File: src/rtl/nmr_pls_train_dpath.sv
// rtl/nmr_pls_train_dpath.sv - NMR pulse-train sequencer: delay, N phased pulses with gaps, post delay
module nmr_pls_train_dpath #(
  parameter int DLY_WIDTH = 32,
  parameter int PLS_WIDTH = 32,
  parameter int NUM_WIDTH = 16
) (
  input  logic                 CLK,
  input  logic                 RST,
  input  logic                 START,
  input  logic                 ABORT,
  input  logic [DLY_WIDTH-1:0] idly,
  input  logic [PLS_WIDTH-1:0] pls,
  input  logic [DLY_WIDTH-1:0] gap,
  input  logic [DLY_WIDTH-1:0] edly,
  input  logic [NUM_WIDTH-1:0] n_pls,
  input  logic [1:0]           ph_init,
  input  logic [1:0]           ph_step,
  output logic                 OUT,
  output logic [1:0]           PH,
  output logic [NUM_WIDTH-1:0] PLS_CNT,
  output logic                 DONE
);

  // Counter is one bit wider than the widest operand so all-ones lengths never wrap.
  localparam int CW = ((DLY_WIDTH > PLS_WIDTH) ? DLY_WIDTH : PLS_WIDTH) + 1;
  localparam logic [CW-1:0]        ONE_C = 1;
  localparam logic [NUM_WIDTH-1:0] ONE_N = 1;

  typedef enum logic [2:0] {
    S_IDLE = 3'd0,
    S_IDLY = 3'd1,
    S_PLS  = 3'd2,
    S_GAP  = 3'd3,
    S_EDLY = 3'd4,
    S_END  = 3'd5
  } state_t;

  state_t               state, nxt_state;
  logic [CW-1:0]        cnt, nxt_cnt;
  logic [PLS_WIDTH-1:0] pls_r;
  logic [DLY_WIDTH-1:0] gap_r, edly_r;
  logic [NUM_WIDTH-1:0] n_r, nxt_pcnt;
  logic [1:0]           step_r;
  // acc holds the phase of pulse number PLS_CNT (the next pulse to start).
  logic [1:0]           acc, nxt_acc, nxt_ph;
  // zero_r marks a run whose total length is zero: DONE never drops.
  logic                 zero_r, nxt_zero;
  logic                 out_d, done_d;
  logic                 start_run, zero_in;
  logic                 go_entry, go_edly;
  logic [NUM_WIDTH-1:0] ent_k, k1;
  logic [1:0]           ent_a, a1;

  assign start_run = (state == S_IDLE) && START && !ABORT;
  assign zero_in   = (idly == '0) && (edly == '0) &&
                     ((n_pls == '0) || ((pls == '0) && ((n_pls == ONE_N) || (gap == '0))));

  // State, counters, captured run parameters and registered outputs.
  always_ff @(posedge CLK or posedge RST) begin
    if (RST) begin
      state   <= S_IDLE;
      cnt     <= '0;
      PLS_CNT <= '0;
      acc     <= 2'd0;
      PH      <= 2'd0;
      zero_r  <= 1'b0;
      OUT     <= 1'b0;
      DONE    <= 1'b1;
      pls_r   <= '0;
      gap_r   <= '0;
      edly_r  <= '0;
      n_r     <= '0;
      step_r  <= 2'd0;
    end else begin
      state   <= nxt_state;
      cnt     <= nxt_cnt;
      PLS_CNT <= nxt_pcnt;
      acc     <= nxt_acc;
      PH      <= nxt_ph;
      zero_r  <= nxt_zero;
      OUT     <= out_d;
      DONE    <= done_d;
      if (start_run) begin
        pls_r  <= pls;
        gap_r  <= gap;
        edly_r <= edly;
        n_r    <= n_pls;
        step_r <= ph_step;
      end
    end
  end

  // Next state: count down each phase, folding zero-length phases into the same edge.
  always_comb begin
    nxt_state = state;
    nxt_cnt   = cnt;
    nxt_pcnt  = PLS_CNT;
    nxt_acc   = acc;
    nxt_ph    = PH;
    nxt_zero  = zero_r;
    go_entry  = 1'b0;
    go_edly   = 1'b0;
    ent_k     = PLS_CNT;
    ent_a     = acc;
    k1        = PLS_CNT + ONE_N;
    a1        = acc + step_r;
    case (state)
      S_IDLE: begin
        // The START edge itself is counted as the first IDLY period.
        if (START && !ABORT) begin
          nxt_state = S_IDLY;
          nxt_cnt   = CW'(idly);
          nxt_pcnt  = '0;
          nxt_acc   = ph_init;
          nxt_zero  = zero_in;
        end
      end
      S_IDLY, S_GAP: begin
        if (ABORT)            nxt_state = S_END;
        else if (cnt != '0)   nxt_cnt   = cnt - ONE_C;
        else                  go_entry  = 1'b1;
      end
      S_PLS: begin
        if (ABORT) begin
          nxt_state = S_END;
        end else if (cnt != '0) begin
          nxt_cnt = cnt - ONE_C;
        end else begin
          nxt_pcnt = k1;
          nxt_acc  = a1;
          if (k1 == n_r) begin
            go_edly = 1'b1;
          end else if (gap_r != '0) begin
            nxt_state = S_GAP;
            nxt_cnt   = CW'(gap_r) - ONE_C;
          end else begin
            go_entry = 1'b1;
            ent_k    = k1;
            ent_a    = a1;
          end
        end
      end
      S_EDLY: begin
        if (ABORT)            nxt_state = S_END;
        else if (cnt != '0)   nxt_cnt   = cnt - ONE_C;
        else                  nxt_state = S_END;
      end
      S_END: begin
        if (!START) nxt_state = S_IDLE;
      end
      default: nxt_state = S_IDLE;
    endcase

    // Start of pulse ent_k; a zero-width pulse completes at once.
    if (go_entry) begin
      nxt_pcnt = ent_k;
      nxt_acc  = ent_a;
      if (ent_k == n_r) begin
        go_edly = 1'b1;
      end else if (pls_r != '0) begin
        nxt_state = S_PLS;
        nxt_cnt   = CW'(pls_r) - ONE_C;
        nxt_ph    = ent_a;
      end else if (ent_k + ONE_N == n_r) begin
        nxt_pcnt = ent_k + ONE_N;
        go_edly  = 1'b1;
      end else if (gap_r != '0) begin
        nxt_state = S_GAP;
        nxt_cnt   = CW'(gap_r) - ONE_C;
        nxt_pcnt  = ent_k + ONE_N;
        nxt_acc   = ent_a + step_r;
      end else begin
        // Zero pulses and zero gaps: every remaining pulse completes now.
        nxt_pcnt = n_r;
        go_edly  = 1'b1;
      end
    end

    if (go_edly) begin
      if (edly_r != '0) begin
        nxt_state = S_EDLY;
        nxt_cnt   = CW'(edly_r) - ONE_C;
      end else begin
        nxt_state = S_END;
      end
    end
  end

  // Output decode from the upcoming state so OUT and DONE come straight from flops.
  always_comb begin
    out_d  = (nxt_state == S_PLS);
    done_d = (nxt_state == S_IDLE) || (nxt_state == S_END) ||
             ((nxt_state == S_IDLY) && nxt_zero);
  end

endmodule

File: config.mk
export PLATFORM = sky130hd
export DESIGN_NAME = nmr_pls_train_dpath
export DESIGN_NICKNAME = d
export VERILOG_FILES = /design/src/rtl/nmr_pls_train_dpath.sv
export SDC_FILE = /design/constraint.sdc
export NUM_CORES = 1
export LEC_CHECK = 0
export ABC_CLOCK_PERIOD_IN_PS = 9400
export BUFFER_PORTS_ARGS = -buffer_cell sky130_fd_sc_hd__buf_2
export CAP_MARGIN = 20
export CORE_UTILIZATION = 26
export DETAILED_ROUTE_END_ITERATION = 10
export GPL_TIMING_DRIVEN = 0
export PLACE_DENSITY = 0.44
export SKIP_CTS_REPAIR_TIMING = 1
export SLEW_MARGIN = 10
export SYNTH_ARGS = -nofsm -noshare
export SYNTH_HDL_FRONTEND = slang
export SYNTH_SLANG_ARGS = --single-unit
File: constraint.sdc
create_clock -name CLK -period 9.4 [get_ports CLK]
set_clock_uncertainty 0.15 [all_clocks]
set_input_delay 1.88 -clock CLK [delete_from_list [all_inputs] [get_ports CLK]]
set_output_delay 1.88 -clock CLK [all_outputs]
set_load 0.02 [all_outputs]
==> metrics.cfg <==
[floorplan]
initial_core_util_pct = 26.53
design.core.area_um2 = 54350
dieArea_um2 = 56400
num_io_pins = 172
die_h_um = 237.5
chipWidth_um = 237.5
floorplan.rows = 85

[global_route]
vias_in_the_first_global_route = 15727
antenna_found_initial = 0
grt_start_max_net_pins = 101
grt_overflow = 0
global_route.usage.total_pct = 26.52
grt_first_pass_wirelength_um = 108500

[drt]
first_iter_violations = 1663
drt-wirelength-per-cell_um = 25.44
drt-pass1-iter-count = 7
drc = 0
ant_nets = 0
via_per_inst = 5.571
detailroute.via_count = 16312
wl_um = 74480

[synthesis]
yosys-top-cells-area = sky130_fd_sc_hd__dfrtp_1, sky130_fd_sc_hd__nand2_1, sky130_fd_sc_hd__xnor2_1
number_of_cells_produced_by_synthesis = 1976
yosysWarnings = 0
distinct_cell_type_count_after_synthesis = 93
ys_dominant_reg_cell = sky130_fd_sc_hd__dfrtp_1
synth.largest_area_cell = sky130_fd_sc_hd__dfrtp_1
asyncSetResetFlopFracSynth_pct = 100.0
synth_edf_count = 0
syn-num-nets = 2137
synth_sequential_area_ratio_pct = 30.03
synth_area_um2 = 14420
synth_area_per_cell_um2 = 7.297
synthTopCellsByCount = sky130_fd_sc_hd__nand2_1, sky130_fd_sc_hd__nor2_1, sky130_fd_sc_hd__dfrtp_1
yosysMostFrequentCell = sky130_fd_sc_hd__nand2_1
synth_top_cell_area_share_pct = 29.85
ys_seq_elements = 173

[clocking]
clkSlewWorstSetupHoldPaths_ns = 0.07
clock_tree_from_tritoncts = done
clockRootBuffer = sky130_fd_sc_hd__clkbuf_16
cts_made_buffers = 17
cts.htree.levels = 4
cts.sinks = 173
clk_path_buf_depth = 2
clkLatencyLatePin_ns = 0.51

[cells_and_area]
layout-drive-gt1-share_pct = 13.07
finalCoreUtilization_pct = 31.21
multi_input_comb_area_um2 = 9590
seqCellArea_um2 = 4330
flow.area_growth_from_synthesis_pct = 17.64
final.fill_count = 5940
insertedDiodeCount = 0
non_filler_cells_final = 2928
finalNetCount = 2339

[placed_design]
io_buffer_count = 170
placed_cells_incl_taps = 2895
detailedPlacementHpwl_um = 58560
place_congestion = 0.9868
dp_worst_setup_slack_ns = -1.453

[worst_setup_path]
timing.critical_path.slowest_cell_delay_ns = 0.48
timing.critical_path.fanout_max = 10
worst-setup-path-type = in2reg
worst_setup_path_start_kind = input port
reg2reg_setup_slack_ns = 0.42
slowest_stage = sky130_fd_sc_hd__and4bb_2
worst_ep_required_time_ns = 9.64
timing.critical_path.to_type = register
critPathArrivalTime_ns = 9.34

[sta]
drv_slew = 0
final.min_clock_period_ns = 9.099
totalNegativeSetupSlack_ns = 0
worst_setup_margin_ns = 0.3013
slew_hr_pct = 23.53
grt_setup_unrepaired = false
timing.final.setup_violations = 0
max_freq_mhz = 109.9
tightestPinTransition_ns = 1.147
finalCritPeriodShare_pct = 96.79
number_of_hold_violations_in_the_final_report = 0

[run_status]
run_status = complete, no violations

[power]
p_leak_nw = 6.991
peakVddDrop_v = 0.0001851
cellPowerDensity_nw_per_um2 = 266.0

[hold_path]
hold_path.class = reg2reg

[job]
max_cap_violations = 0

where the power goes:
group	internal, mW	switching, mW	total, mW
Sequential	1.07	0.442	1.51
Combinational	0.813	1.46	2.27
Clock	0.368	0.363	0.731
Total	2.25	2.26	4.51
layout make-up:
type,instances,area share [%]
plain buffers,115,2.744
clock buffers,17,2.508
clock inverters,13,0.7966
inverters,24,0.5753
multi-input cells,1663,56.54
flip-flops and latches,173,25.53
well taps,739,5.451
repair buffers,184,5.857
cell families after synthesis:
family,share of synthesized area (%)
buffers and inverters,3.853
DFF,30.03
and+or+nand+nor,32.44
adders and majority gates,0.8504
muxes,2.395
AOI/OAI and AO/OA,21.62
xor gates and xnor gates,8.808
registers in the layout, indices dropped and copies added, names as in the netlist:
name and flops:
DONE 1, OUT 1, PH 2, PLS_CNT 16
acc 2, cnt 33, edly_r 32, gap_r 32
n_r 16, pls_r 32, state 3, step_r 2
zero_r 1
per-layer routing:
metal	GRT usage [%]	share of wire, %
met5	0	0
met4	12.34	4.7
met3	4.076	5.5
met2	43.71	47
met1	33.96	43
worst max-delay path: cells and delay by family:
family                     cells  cell delay, ns
AOI/OAI and AO/OA              7            2.10
xor gates and xnor gates       2            0.41
adders and majority gates      1            0.46
buffers and inverters          5            1.32
muxes                          1            0.32
and+or+nand+nor                9            2.83
path summary, 6_finish.rpt:
check,startpoint,end,cells after the start
min in group asynchronous,RST,gap_r[14]$_DFFE_PP0P_,2
max in group asynchronous,RST,pls_r[4]$_DFFE_PP0P_,3
min,PH[0]$_DFFE_PP0P_,PH[0]$_DFFE_PP0P_,2
max,ABORT,cnt[27]$_DFF_PP0_,25
min reg2reg,PH[0]$_DFFE_PP0P_,PH[0]$_DFFE_PP0P_,2
max reg2reg,PLS_CNT[0]$_DFFE_PP0P_,cnt[27]$_DFF_PP0_,25
placed cells by master, fill, tap and decap left out, types with 9 or more instances in the layout:
cell | netlist | layout
sky130_fd_sc_hd__a22oi_1 | 34 | 34
sky130_fd_sc_hd__a211oi_1 | 9 | 9
sky130_fd_sc_hd__o21ai_0 | 126 | 126
sky130_fd_sc_hd__and2_1 | 15 | 15
sky130_fd_sc_hd__o22ai_1 | 23 | 23
sky130_fd_sc_hd__or2_2 | 12 | 12
sky130_fd_sc_hd__a21o_1 | 10 | 10
sky130_fd_sc_hd__or3_1 | 17 | 17
sky130_fd_sc_hd__nand2_1 | 464 | 462
sky130_fd_sc_hd__nand3_1 | 48 | 47
sky130_fd_sc_hd__and3_1 | 19 | 19
sky130_fd_sc_hd__clkbuf_16 | 0 | 17
sky130_fd_sc_hd__inv_1 | 24 | 23
sky130_fd_sc_hd__o31ai_1 | 14 | 14
sky130_fd_sc_hd__ha_1 | 9 | 9
sky130_fd_sc_hd__nor4_1 | 72 | 70
sky130_fd_sc_hd__dfrtp_1 | 172 | 172
sky130_fd_sc_hd__xor2_1 | 54 | 54
sky130_fd_sc_hd__a22o_1 | 11 | 11
sky130_fd_sc_hd__nor2_1 | 182 | 182
sky130_fd_sc_hd__clkbuf_1 | 92 | 89
sky130_fd_sc_hd__mux2i_1 | 24 | 24
sky130_fd_sc_hd__xnor2_1 | 91 | 91
sky130_fd_sc_hd__and4_1 | 10 | 10
sky130_fd_sc_hd__o211ai_1 | 19 | 19
sky130_fd_sc_hd__buf_2 | 11 | 183
sky130_fd_sc_hd__a21oi_1 | 114 | 113
sky130_fd_sc_hd__a31oi_1 | 26 | 26
sky130_fd_sc_hd__nand4_1 | 19 | 19
sky130_fd_sc_hd__or4_1 | 24 | 24
sky130_fd_sc_hd__nor3_1 | 62 | 60
through the flow:
stage / instance area, µm² / power (mW) / hold slack [ns]
2_1_floorplan: 14420 / 2.867 / 0.2965
3_3_place_gp: 16190 / 3.706 / 0.3111
3_5_place_dp: 16340 / 3.730 / 0.3156
4_1_cts: 16900 / 4.487 / 0.3313
5_1_grt: 16960 / 4.821 / 0.3702
6_report: 16960 / 4.511 / 0.3249
(Power assumes the default switching activity.)
